<file path="src/rtl/wb_merge_unit_pkg.sv">
// Shared encodings and buffer-entry layout for the writeback merge unit.
// Entry data width follows WB_XLEN; the top XLEN is expected to match it.
package wb_merge_unit_pkg;

  localparam int WB_XLEN = 32;

  localparam logic [1:0] WB_SRC_ALU = 2'b00;
  localparam logic [1:0] WB_SRC_MEM = 2'b01;
  localparam logic [1:0] WB_SRC_PC4 = 2'b10;
  localparam logic [1:0] WB_SRC_CSR = 2'b11;

  localparam logic [2:0] LOAD_LB  = 3'b000;
  localparam logic [2:0] LOAD_LH  = 3'b001;
  localparam logic [2:0] LOAD_LW  = 3'b010;
  localparam logic [2:0] LOAD_LBU = 3'b100;
  localparam logic [2:0] LOAD_LHU = 3'b101;

  typedef struct packed {
    logic               is_fp;
    logic [4:0]         rd;
    logic [WB_XLEN-1:0] data;
  } wb_ent_t;

endpackage

</file>
<file path="src/rtl/wb_cbuf.sv">
// In-order completion buffer holding long-latency results.
// A push into a full buffer is honoured only alongside a pop.
module wb_cbuf #(
  parameter int DEPTH = 4,
  parameter int W     = 38
) (
  input  logic                   clk,
  input  logic                   rst_n,
  input  logic                   i_push,
  input  logic [W-1:0]           i_data,
  input  logic                   i_pop,
  output logic [W-1:0]           o_data,
  output logic [$clog2(DEPTH):0] o_count,
  output logic                   o_full,
  output logic                   o_empty
);

  localparam int AW = $clog2(DEPTH);

  logic [W-1:0]  r_mem [DEPTH];
  logic [AW-1:0] r_wptr;
  logic [AW-1:0] r_rptr;
  logic [AW:0]   r_count;
  logic          w_push;
  logic          w_pop;

  assign o_full  = (r_count == (AW+1)'(DEPTH));
  assign o_empty = (r_count == '0);
  assign w_pop   = i_pop && !o_empty;
  assign w_push  = i_push && (!o_full || w_pop);
  assign o_data  = r_mem[r_rptr];
  assign o_count = r_count;

  // storage write; contents need no reset since count gates them
  always_ff @(posedge clk) begin
    if (w_push) begin
      r_mem[r_wptr] <= i_data;
    end
  end

  // pointers wrap naturally at DEPTH; count tracks push/pop balance
  always_ff @(posedge clk or negedge rst_n) begin
    if (!rst_n) begin
      r_wptr  <= '0;
      r_rptr  <= '0;
      r_count <= '0;
    end else begin
      if (w_push) begin
        r_wptr <= r_wptr + 1'b1;
      end
      if (w_pop) begin
        r_rptr <= r_rptr + 1'b1;
      end
      if (w_push && !w_pop) begin
        r_count <= r_count + 1'b1;
      end else if (w_pop && !w_push) begin
        r_count <= r_count - 1'b1;
      end
    end
  end

endmodule

</file>
<file path="src/rtl/wb_merge_unit.sv">
// Merges in-order pipeline writebacks with buffered long-latency
// completions onto registered integer and FP regfile write ports.
module wb_merge_unit
  import wb_merge_unit_pkg::*;
#(
  parameter int XLEN  = 32,
  parameter int LL_CH = 2,
  parameter int DEPTH = 4
) (
  input  logic                   clk,
  input  logic                   rst_n,
  input  logic                   wb_valid,
  input  logic [1:0]             wb_src,
  input  logic                   wb_is_fp,
  input  logic [4:0]             wb_rd,
  input  logic [XLEN-1:0]        alu_res,
  input  logic [XLEN-1:0]        pc4_res,
  input  logic [XLEN-1:0]        csr_res,
  input  logic [XLEN-1:0]        mem_rdata,
  input  logic [2:0]             mem_funct3,
  input  logic [1:0]             mem_addr_lo,
  input  logic [LL_CH-1:0]       ll_valid,
  output logic [LL_CH-1:0]       ll_ready,
  input  logic [LL_CH*XLEN-1:0]  ll_data,
  input  logic [LL_CH*5-1:0]     ll_rd,
  input  logic [LL_CH-1:0]       ll_is_fp,
  output logic                   int_we,
  output logic [4:0]             int_waddr,
  output logic [XLEN-1:0]        int_wdata,
  output logic                   fp_we,
  output logic [4:0]             fp_waddr,
  output logic [XLEN-1:0]        fp_wdata,
  output logic [$clog2(DEPTH):0] buf_count
);

  localparam int EW = $bits(wb_ent_t);

  logic [7:0]       w_byte;
  logic [15:0]      w_half;
  logic [XLEN-1:0]  w_ld_res;
  logic [XLEN-1:0]  w_wb_res;
  logic             w_pl_int;
  logic             w_pl_fp;
  wb_ent_t          w_head;
  wb_ent_t          w_enq;
  logic [EW-1:0]    w_head_bits;
  logic             w_full;
  logic             w_empty;
  logic             w_hd_int;
  logic             w_hd_fp;
  logic             w_hd_nul;
  logic             w_pop;
  logic             w_push;
  logic             w_gnt_vld;
  logic [1:0]       w_gnt;
  logic [1:0]       r_rr;
  logic [LL_CH-1:0] w_ready;
  logic             r_int_we;
  logic [4:0]       r_int_waddr;
  logic [XLEN-1:0]  r_int_wdata;
  logic             r_fp_we;
  logic [4:0]       r_fp_waddr;
  logic [XLEN-1:0]  r_fp_wdata;

  // load lane select and extension; FP loads keep the raw word
  always_comb begin
    w_byte   = mem_rdata[{mem_addr_lo, 3'b000} +: 8];
    w_half   = mem_addr_lo[1] ? mem_rdata[31:16]
                              : mem_rdata[15:0];
    w_ld_res = mem_rdata;
    if (!wb_is_fp) begin
      unique case (1'b1)
        (mem_funct3 == LOAD_LB):
          w_ld_res = {{(XLEN-8){w_byte[7]}}, w_byte};
        (mem_funct3 == LOAD_LH):
          w_ld_res = {{(XLEN-16){w_half[15]}}, w_half};
        (mem_funct3 == LOAD_LBU):
          w_ld_res = {{(XLEN-8){1'b0}}, w_byte};
        (mem_funct3 == LOAD_LHU):
          w_ld_res = {{(XLEN-16){1'b0}}, w_half};
        (mem_funct3 == LOAD_LW):
          w_ld_res = mem_rdata;
        default:
          w_ld_res = mem_rdata;
      endcase
    end
  end

  // pipeline result select
  always_comb begin
    w_wb_res = alu_res;
    unique case (1'b1)
      (wb_src == WB_SRC_ALU): w_wb_res = alu_res;
      (wb_src == WB_SRC_MEM): w_wb_res = w_ld_res;
      (wb_src == WB_SRC_PC4): w_wb_res = pc4_res;
      (wb_src == WB_SRC_CSR): w_wb_res = csr_res;
      default:                w_wb_res = alu_res;
    endcase
  end

  assign w_pl_int = wb_valid && !wb_is_fp
                 && (wb_rd != 5'd0);
  assign w_pl_fp  = wb_valid && wb_is_fp;

  assign w_head   = w_head_bits;

  assign w_hd_int = !w_empty && !w_head.is_fp
                 && (w_head.rd != 5'd0) && !w_pl_int;
  assign w_hd_fp  = !w_empty && w_head.is_fp && !w_pl_fp;
  assign w_hd_nul = !w_empty && !w_head.is_fp
                 && (w_head.rd == 5'd0);
  assign w_pop    = w_hd_int || w_hd_fp || w_hd_nul;

  // round-robin grant: first valid channel at or after r_rr
  always_comb begin
    w_gnt_vld = 1'b0;
    w_gnt     = '0;
    for (int i = LL_CH-1; i >= 0; i--) begin
      for (int j = 0; j < LL_CH; j++) begin
        if (ll_valid[j] &&
            j == (int'(r_rr) + i) % LL_CH) begin
          w_gnt_vld = 1'b1;
          w_gnt     = 2'(j);
        end
      end
    end
  end

  assign w_push = rst_n && w_gnt_vld
               && (!w_full || w_pop);

  // ready only on the granted channel when space exists
  always_comb begin
    w_ready = '0;
    for (int j = 0; j < LL_CH; j++) begin
      w_ready[j] = w_push && (w_gnt == 2'(j));
    end
  end

  assign ll_ready = w_ready;

  // payload of the granted channel
  always_comb begin
    w_enq = '0;
    for (int j = 0; j < LL_CH; j++) begin
      if (w_gnt == 2'(j)) begin
        w_enq.is_fp = ll_is_fp[j];
        w_enq.rd    = ll_rd[j*5 +: 5];
        w_enq.data  = ll_data[j*XLEN +: XLEN];
      end
    end
  end

  wb_cbuf #(
    .DEPTH (DEPTH),
    .W     (EW)
  ) u_cbuf (
    .clk     (clk),
    .rst_n   (rst_n),
    .i_push  (w_push),
    .i_data  (w_enq),
    .i_pop   (w_pop),
    .o_data  (w_head_bits),
    .o_count (buf_count),
    .o_full  (w_full),
    .o_empty (w_empty)
  );

  // pointer moves one past the channel just enqueued
  always_ff @(posedge clk or negedge rst_n) begin
    if (!rst_n) begin
      r_rr <= '0;
    end else if (w_push) begin
      r_rr <= (w_gnt == 2'(LL_CH-1)) ? 2'd0
                                     : w_gnt + 2'd1;
    end
  end

  // integer port: pipeline first, buffer head otherwise
  always_ff @(posedge clk or negedge rst_n) begin
    if (!rst_n) begin
      r_int_we    <= 1'b0;
      r_int_waddr <= '0;
      r_int_wdata <= '0;
    end else begin
      r_int_we <= w_pl_int || w_hd_int;
      if (w_pl_int) begin
        r_int_waddr <= wb_rd;
        r_int_wdata <= w_wb_res;
      end else if (w_hd_int) begin
        r_int_waddr <= w_head.rd;
        r_int_wdata <= w_head.data;
      end
    end
  end

  // FP port: pipeline first, buffer head otherwise
  always_ff @(posedge clk or negedge rst_n) begin
    if (!rst_n) begin
      r_fp_we    <= 1'b0;
      r_fp_waddr <= '0;
      r_fp_wdata <= '0;
    end else begin
      r_fp_we <= w_pl_fp || w_hd_fp;
      if (w_pl_fp) begin
        r_fp_waddr <= wb_rd;
        r_fp_wdata <= w_wb_res;
      end else if (w_hd_fp) begin
        r_fp_waddr <= w_head.rd;
        r_fp_wdata <= w_head.data;
      end
    end
  end

  assign int_we    = r_int_we;
  assign int_waddr = r_int_waddr;
  assign int_wdata = r_int_wdata;
  assign fp_we     = r_fp_we;
  assign fp_waddr  = r_fp_waddr;
  assign fp_wdata  = r_fp_wdata;

endmodule

</file>
<file path="config.mk">
export PLATFORM = sky130hd
export DESIGN_NAME = wb_merge_unit
export DESIGN_NICKNAME = d
export VERILOG_FILES = /design/src/rtl/wb_merge_unit_pkg.sv /design/src/rtl/wb_cbuf.sv /design/src/rtl/wb_merge_unit.sv
export SDC_FILE = /design/constraint.sdc
export NUM_CORES = 1
export LEC_CHECK = 0
export ABC_AREA = 1
export BUFFER_PORTS_ARGS = -buffer_cell sky130_fd_sc_hd__buf_2
export CAP_MARGIN = 20
export CORE_ASPECT_RATIO = 0.5
export CORE_MARGIN = 5
export CORE_UTILIZATION = 58
export DETAILED_ROUTE_END_ITERATION = 10
export PLACE_DENSITY_LB_ADDON = 0.2
export REMOVE_ABC_BUFFERS = 1
export SLEW_MARGIN = 20
export SYNTH_ARGS = -nofsm -noshare
export SYNTH_HDL_FRONTEND = slang
export SYNTH_SLANG_ARGS = --single-unit
</file>
<file path="constraint.sdc">
create_clock -name clk -period 7.7 [get_ports clk]
set_input_delay 1.925 -clock clk [delete_from_list [all_inputs] [get_ports clk]]
set_output_delay 1.925 -clock clk [all_outputs]
set_load 0.02 [all_outputs]
</file>
==> results.sh, run 1 <==
export IMPL_rsz0062_at_grt="false"
export IMPL_switchingPower_mw=2.32
export IMPL_io_pins=303
export IMPL_n_fill_cell=1525
export IMPL_power_switching_share_pct=43.2
export IMPL_status="complete, no violations"
export IMPL_startpoint_type="input port"
export IMPL_grt_max_degree=79
export IMPL_reg2regPathDepth=13
export IMPL_core_area_mm2=0.0196
export IMPL_syn_avg_cell_area_um2=8.72
export IMPL_r2r_end="u_cbuf.o_count[2]"
export IMPL_r2r_start="u_cbuf.r_rptr[0]"
export IMPL_insertion_delay_ns=0.52
export IMPL_rows=36
export IMPL_power_density_mw_per_mm2=382
export IMPL_required_ns=5.78
export IMPL_final_nets=1827
export IMPL_fin_crit_sh_pct=73.7
export IMPL_synth_common_cells="nand2_1 (493), edfxtp_1 (152), nand3_1 (113)"
export IMPL_wl_um=39100
export IMPL_die_w_um=211
export IMPL_vias=11000
export IMPL_antenna_left=0
export IMPL_cap_violations=0
export IMPL_path_class="in -> out"
export IMPL_drt_pass1_iterations=6
export IMPL_slowest_delay_ns=0.33
export IMPL_synth_edff_count=152
export IMPL_viasPerCell=5.87
export IMPL_grt_pass1_vias=10500
export IMPL_hp_class="reg -> reg"
export IMPL_hpwl_um=26300
export IMPL_cts_tree="done"
export IMPL_grt_pass1_wl_um=57500
export IMPL_grt_overflow=0
export IMPL_drive_above_1_share_pct=24.4
export IMPL_crit_chain="buf_2 > nor3_1 > nand2_1 > nand3_1 > o21bai_1 > nand2_1 > nand3_1 > nand2_1 > nor2_1 > buf_2"
export IMPL_synth_distinct_cells=41
export IMPL_drtIter0Drc=1425
export IMPL_critical_path_slowest_cell="nand2_1"
export IMPL_ctsResizeCount=0
export IMPL_io_buffers=302
export IMPL_clockBufferDepth=3
export IMPL_post_route_util_pct=71.6
export IMPL_drv_slew=0
export IMPL_post_cts_buffers=0
export IMPL_p_clk_share_pct=20.9
export IMPL_track_usage_pct=32.3
export IMPL_start_util_pct=59.5
export IMPL_hold_viol=0
export IMPL_path_max_fanout=9
export IMPL_clk_pin_slew_ns=0.07
export IMPL_synth_top_area_share_pct=39.1
export IMPL_cts_hold_buffers=0
export IMPL_power_internal_mw=3.05
export IMPL_area_growth_pct=20.4
export IMPL_vdd_drop_max_uv=318
export IMPL_ctsRootBufferMaster="clkbuf_16"
export IMPL_whs_path_depth=2
export IMPL_p_leak_nw=6.57
export IMPL_crit_top_cell="nand2_1"
export IMPL_wl_per_cell_um=20.8
export IMPL_netlist_area_mm2=0.0117
export IMPL_gp_congestion=0.973
export IMPL_cts_max_level=1
export IMPL_hold_end="r_rr[0]"
export IMPL_dieArea_mm2=0.0233
export IMPL_synth_area_leaders="edfxtp_1 (39%), dfrtp_1 (18%), nand2_1 (16%), nand3_1 (4.8%), o21ai_0 (3.5%)"
export IMPL_r2r_slack_ns=4.11
export IMPL_syn_inst=1340
export IMPL_finClkSkew_ns=0.0194
export IMPL_die_h_um=110
export IMPL_endpoint_kind="output port"
export IMPL_synth_flop_cell="edfxtp_1"
export IMPL_combPwrFrac_pct=43.0
export IMPL_cts_buffers=21
export IMPL_ys_seq_elements=236
export IMPL_slew_headroom_pct=25.4
export IMPL_synth_seq_area_share_pct=57.1
export IMPL_synthArstFlopShare_pct=35.6
export IMPL_yosysWarnings=0
export IMPL_synth_largest_area_cell="edfxtp_1"
export IMPL_period_needed_ns=5.68
export IMPL_worst_slew_pin_slew_ns=1.12
export IMPL_route_detailed_drc=0
export IMPL_crit_arrival_ns=3.75
export IMPL_setup_viol=0
export IMPL_cts_sinks=236
export IMPL_power_mw=5.37
export IMPL_max_freq_mhz=176
export IMPL_hold_path_startpoint="r_rr[0]"
export IMPL_yosysMostFrequentCell="nand2_1"
export IMPL_seqPwrFrac_pct=36.1
export IMPL_antenna_found_initial=1
export IMPL_setup_tns_ns=0
[layout by cell type (no fill, tap or decap), types with 5 or more instances in the layout]
cell type	Yosys	final
nand2_1	493	492
buf_2	12	301
edfxtp_1	152	152
nand3_1	113	113
dfrtp_1	84	83
o21ai_0	82	82
nor2_1	84	79
inv_1	71	70
o22ai_1	36	36
a22oi_1	32	32
a21oi_1	25	25
nand2_2	20	21
clkbuf_16	0	21
nand4_1	14	14
o211ai_1	14	14
buf_4	2	11
inv_2	5	6
clkinv_2	0	6
nor2_4	1	5
ha_1	5	5
[cells by family after synthesis]
group                    Yosys count  share of synthesized area (%)
flip-flops                       236                           57.1
adder cells (fa/ha/maj)            6                          0.707
XOR/XNOR                           3                          0.225
AO/OA/AOI/OAI                    197                           9.99
AND/OR/NAND/NOR                  740                           26.3
multiplexers                       1                         0.0964
buffers and inverters            157                           5.61
[layer usage]
| layer | wire length (µm) | part of all wire, % | track usage (%) |
|---|---|---|---|
| met5 | 0 | 0 | 0 |
| met4 | 1010 | 2.6 | 9.02 |
| met3 | 4430 | 11 | 6.59 |
| met2 | 17800 | 45 | 51.7 |
| met1 | 15900 | 41 | 45.7 |
[final cells by class]
| type | instances | area, µm² | share of cell area (%) |
|---|---|---|---|
| Antenna cell | 1 | 2.50 | 0.0178 |
| Clock buffer | 23 | 533 | 3.79 |
| Clock inverter | 15 | 184 | 1.31 |
| Inverter | 79 | 302 | 2.14 |
| Multi-Input combinational cell | 947 | 4400 | 31.3 |
| Sequential cell | 236 | 6670 | 47.4 |
| Tap cell | 266 | 333 | 2.37 |
| Timing Repair Buffer | 314 | 1640 | 11.7 |
[power by group through the flow]
stage	sequential, mW	clock, mW	combinational [mW]
floorplan	2.21	0	1.10
global placement	1.94	0	2.18
detailed placement	1.95	0	2.26
CTS	1.93	1.12	2.28
global route	1.96	1.18	2.51
finish	1.94	1.12	2.31
[worst max path at each step]
stage          startpoint     endpoint  slack [ns]  depth (start not counted)
3_5_place_dp     wb_rd[2]  ll_ready[1]        2.04                         10
2_1_floorplan    wb_rd[2]  ll_ready[1]        2.57                          8
4_1_cts          wb_rd[2]  ll_ready[1]        2.03                         10
5_1_grt          wb_rd[2]  ll_ready[1]        1.93                         10
3_3_place_gp     wb_rd[2]  ll_ready[1]        2.11                         10
6_report         wb_rd[2]  ll_ready[1]        2.02                         10
[metrics by stage]
| stage | hold slack [ns] | worst slack, ns | cell area, µm² | cells |
|---|---|---|---|---|
| finish | 0.490 | 2.02 | 14100 | 1881 |
| global route | 0.517 | 1.93 | 14100 | 1881 |
| CTS | 0.492 | 2.03 | 14000 | 1879 |
| detailed placement | 0.475 | 2.04 | 13300 | 1841 |
| global placement | 0.460 | 2.11 | 13300 | 1840 |
| floorplan | 0.442 | 2.57 | 11300 | 1262 |
[state kept, by name, indices dropped and copies added (netlist names)]
register,flops
fp_waddr,5
fp_wdata,32
fp_we,1
int_waddr,5
int_wdata,32
int_we,1
r_rr,1
u_cbuf.o_count,3
u_cbuf.r_mem,152
u_cbuf.r_rptr,2
u_cbuf.r_wptr,2
[worst max-delay path, delay by kind of cell]
kind / cells / cell delay, ns
and+or+nand+nor: 7 / 1.34
AOI/OAI and AO/OA: 1 / 0.17
buffers and inverters: 2 / 0.31
Power figures use the tool's default switching activity.
==> run 2, diff against run 1 <==
Settings changed: ABC_AREA 1 to 0, CORE_UTILIZATION 58 to 53.
Clock period 7.7 ns to 5.9 ns, I/O delays scaled along.
==> run 2 against run 1 <==
Against the previous run: cell count is 23% lower; hold slack improved by 0.050 ns; worst setup slack worse by 0.70 ns; synthesized cell count is 37% lower; via count fell by 24%; sequential share of layout area up 0.45 points; clock power is 25% higher; combinational power increased by 23%; register-to-register slack worse by 1.9 ns; sequential power grew 31%; largest power group unchanged.
==> results.sh, run 2 <==
export IMPL_synth_largest_area_cell="edfxtp_1"
export IMPL_route_met3_wl_um=2080
export IMPL_post_route_util_pct=65.0
export IMPL_hold_viol=0
export IMPL_seqPwrFrac_pct=37.6
export IMPL_grt_pass1_wl_um=48500
export IMPL_final_cells=1441
export IMPL_slew_headroom_pct=30.3
export IMPL_wl_met1_um=13200
export IMPL_gp_congestion=0.914
export IMPL_cts_tree="done"
export IMPL_path_class="reg -> out"
export IMPL_die_h_um=114
export IMPL_layout_common_cells="buf_2 (301), edfxtp_1 (152), dfrtp_1 (82)"
export IMPL_synth_top_area_share_pct=39.8
export IMPL_ctsResizeCount=0
export IMPL_final_common_cell="buf_2"
export IMPL_syn_avg_cell_area_um2=13.6
export IMPL_ctsRootBufferMaster="clkbuf_16"
export IMPL_synth_area_leaders="edfxtp_1 (40%), dfrtp_1 (18%), mux2_2 (8.0%), mux4_2 (7.7%), mux2i_1 (6.7%)"
export IMPL_grt_overflow=0
export IMPL_wl_um=32200
export IMPL_rsz0062_at_grt="false"
export IMPL_dieArea_mm2=0.0248
export IMPL_setup_worst_path_start="u_cbuf.r_rptr[1]"
export IMPL_synth_common_cells="edfxtp_1 (152), dfrtp_1 (84), mux2_2 (81)"
export IMPL_io_pins=303
export IMPL_rows=38
export IMPL_drt_pass1_iterations=6
export IMPL_core_area_mm2=0.0214
export IMPL_switchingPower_mw=2.47
export IMPL_area_growth_pct=21.7
export IMPL_insertion_delay_ns=0.50
export IMPL_startpoint_type="flip-flop"
export IMPL_synth_distinct_cells=48
export IMPL_cts_buffers=22
export IMPL_place_area_mm2=0.0132
export IMPL_vias=8368
export IMPL_p_leak_nw=5.84
export IMPL_start_util_pct=53.4
export IMPL_max_flop_register="u_cbuf.r_mem"
export IMPL_crit_chain="buf_4 > mux4_2 > a2111o_1 > nor2_1 > nor3_4 > and2_1 > buf_2"
export IMPL_die_w_um=218
export IMPL_power_internal_mw=4.30
export IMPL_timing_hold_ws_ns=0.540
export IMPL_stdcell_area_mm2=0.0139
export IMPL_clockBufferDepth=3
export IMPL_viasPerCell=5.81
export IMPL_synthArstFlopShare_pct=35.6
export IMPL_drv_slew=0
export IMPL_fin_ws_ns=1.33
export IMPL_setup_tns_ns=0
export IMPL_hp_class="reg -> reg"
export IMPL_drive_above_1_share_pct=42.9
export IMPL_ys_seq_elements=236
export IMPL_required_ns=4.43
export IMPL_crit_arrival_ns=3.10
export IMPL_path_max_fanout=33
export IMPL_io_buffers=302
export IMPL_vdd_drop_max_uv=294
export IMPL_hpwl_um=22600
export IMPL_wl_met2_um=15700
export IMPL_hold_path_startpoint="int_waddr[4]"
export IMPL_track_usage_pct=25.4
export IMPL_status="complete, no violations"
export IMPL_pre_cts_ws_ns=1.24
export IMPL_yosysWarnings=0
export IMPL_drtIter0Drc=587
export IMPL_post_cts_buffers=0
export IMPL_r2r_start="u_cbuf.r_rptr[1]"
export IMPL_combPwrFrac_pct=41.8
export IMPL_power_switching_share_pct=36.5
export IMPL_cts_sinks=236
export IMPL_highest_layer="met4"
export IMPL_finClkSkew_ns=0.0124
export IMPL_synth_seq_area_share_pct=58.2
export IMPL_synth_flop_cell="edfxtp_1"
export IMPL_grt_pass1_vias=8523
export IMPL_worst_slew_pin_slew_ns=1.05
export IMPL_clk_pin_slew_ns=0.07
export IMPL_synth_edff_count=152
export IMPL_fin_crit_sh_pct=77.5
export IMPL_wl_per_cell_um=22.3
export IMPL_endpoint_kind="output port"
export IMPL_place_inst=1400
export IMPL_critical_path_slowest_cell="a2111o_1"
export IMPL_slowest_delay_ns=0.51
export IMPL_route_detailed_drc=0
export IMPL_antenna_left=0
export IMPL_setup_viol=0
export IMPL_grt_max_degree=76
export IMPL_max_freq_mhz=219
export IMPL_cap_violations=0
export IMPL_cts_hold_buffers=0
export IMPL_netlist_area_mm2=0.0115
export IMPL_power_density_mw_per_mm2=486
export IMPL_largest_register_ffs=152
export IMPL_syn_inst=843
export IMPL_final_nets=1352
export IMPL_antenna_found_initial=1
export IMPL_yosysMostFrequentCell="edfxtp_1"
export IMPL_cts_max_level=1
export IMPL_power_mw=6.77
export IMPL_p_clk_share_pct=20.7
export IMPL_period_needed_ns=4.57
-- run 2: cell count changes after synthesis, moves of 15 or more --
| cell | before | now |
|---|---|---|
| a22oi_1 | 32 | 3 |
| nand2_2 | 20 | 0 |
| mux4_2 | 0 | 39 |
| mux2_2 | 1 | 81 |
| nor2_1 | 84 | 54 |
| inv_1 | 71 | 16 |
| nand3_1 | 113 | 2 |
| a21oi_1 | 25 | 40 |
| a221oi_1 | 0 | 17 |
| mux2i_1 | 0 | 77 |
| o21ai_0 | 82 | 47 |
| clkbuf_1 | 54 | 38 |
| nand2_1 | 493 | 71 |
-- run 2: cells by family (layout without fill, tap and decap cells) --
group,after synthesis,after routing,synth area share (%)
flops,236,236,58.2
buf+inv,73,370,2.82
simple gates,155,155,5.96
compound gates,170,170,9.49
other cells,0,1,0
fa+ha+maj,6,6,0.721
mux,197,197,22.4
xor+xnor,6,6,0.459
-- run 2: power by group through the flow --
stage / Combinational, mW / Clock (mW) / Sequential (mW)
final: 2.83 / 1.40 / 2.54
after global routing: 3.06 / 1.49 / 2.60
after CTS: 2.85 / 1.41 / 2.55
after detailed placement: 2.84 / 0 / 2.57
after global placement: 2.76 / 0 / 2.55
after floorplan: 1.56 / 0 / 2.92
-- run 2: worst paths after layout --
check,end,slack [ns],cells past startpoint
worst max-delay path,ll_ready[0],1.33,7
worst min-delay path,int_waddr[4],0.54,2
worst max register to register,u_cbuf.r_mem[1][1],2.25,7
worst min register to register,int_waddr[4],0.54,2
max in group asynchronous,int_wdata[4],3.84,2
min in group asynchronous,int_waddr[1],0.92,1
-- run 2: area by class of cell --
class | instances | area (µm²)
fill | 1637 | 7500
multi-input combinational | 534 | 4520
sequential | 236 | 6670
inverter | 16 | 60.1
clock inverter | 15 | 123
timing repair buffer | 314 | 1600
tap | 300 | 375
clock buffer | 25 | 583
antenna | 1 | 2.50
-- run 2: layer usage --
layer / track usage, % / up-vias
met5: 0 / -
met4: 8.78 / 0
met3: 4.69 / 69
met2: 41.7 / 329
met1: 34.6 / 4180
li1: - / 3790
-- run 2: worst max-delay path: cells and delay by family, from the launching register on --
kind	cells	cell delay (ns)
compound gates	1	0.51
buf+inv	2	0.62
flops	1	0.46
mux	1	0.48
simple gates	3	0.54
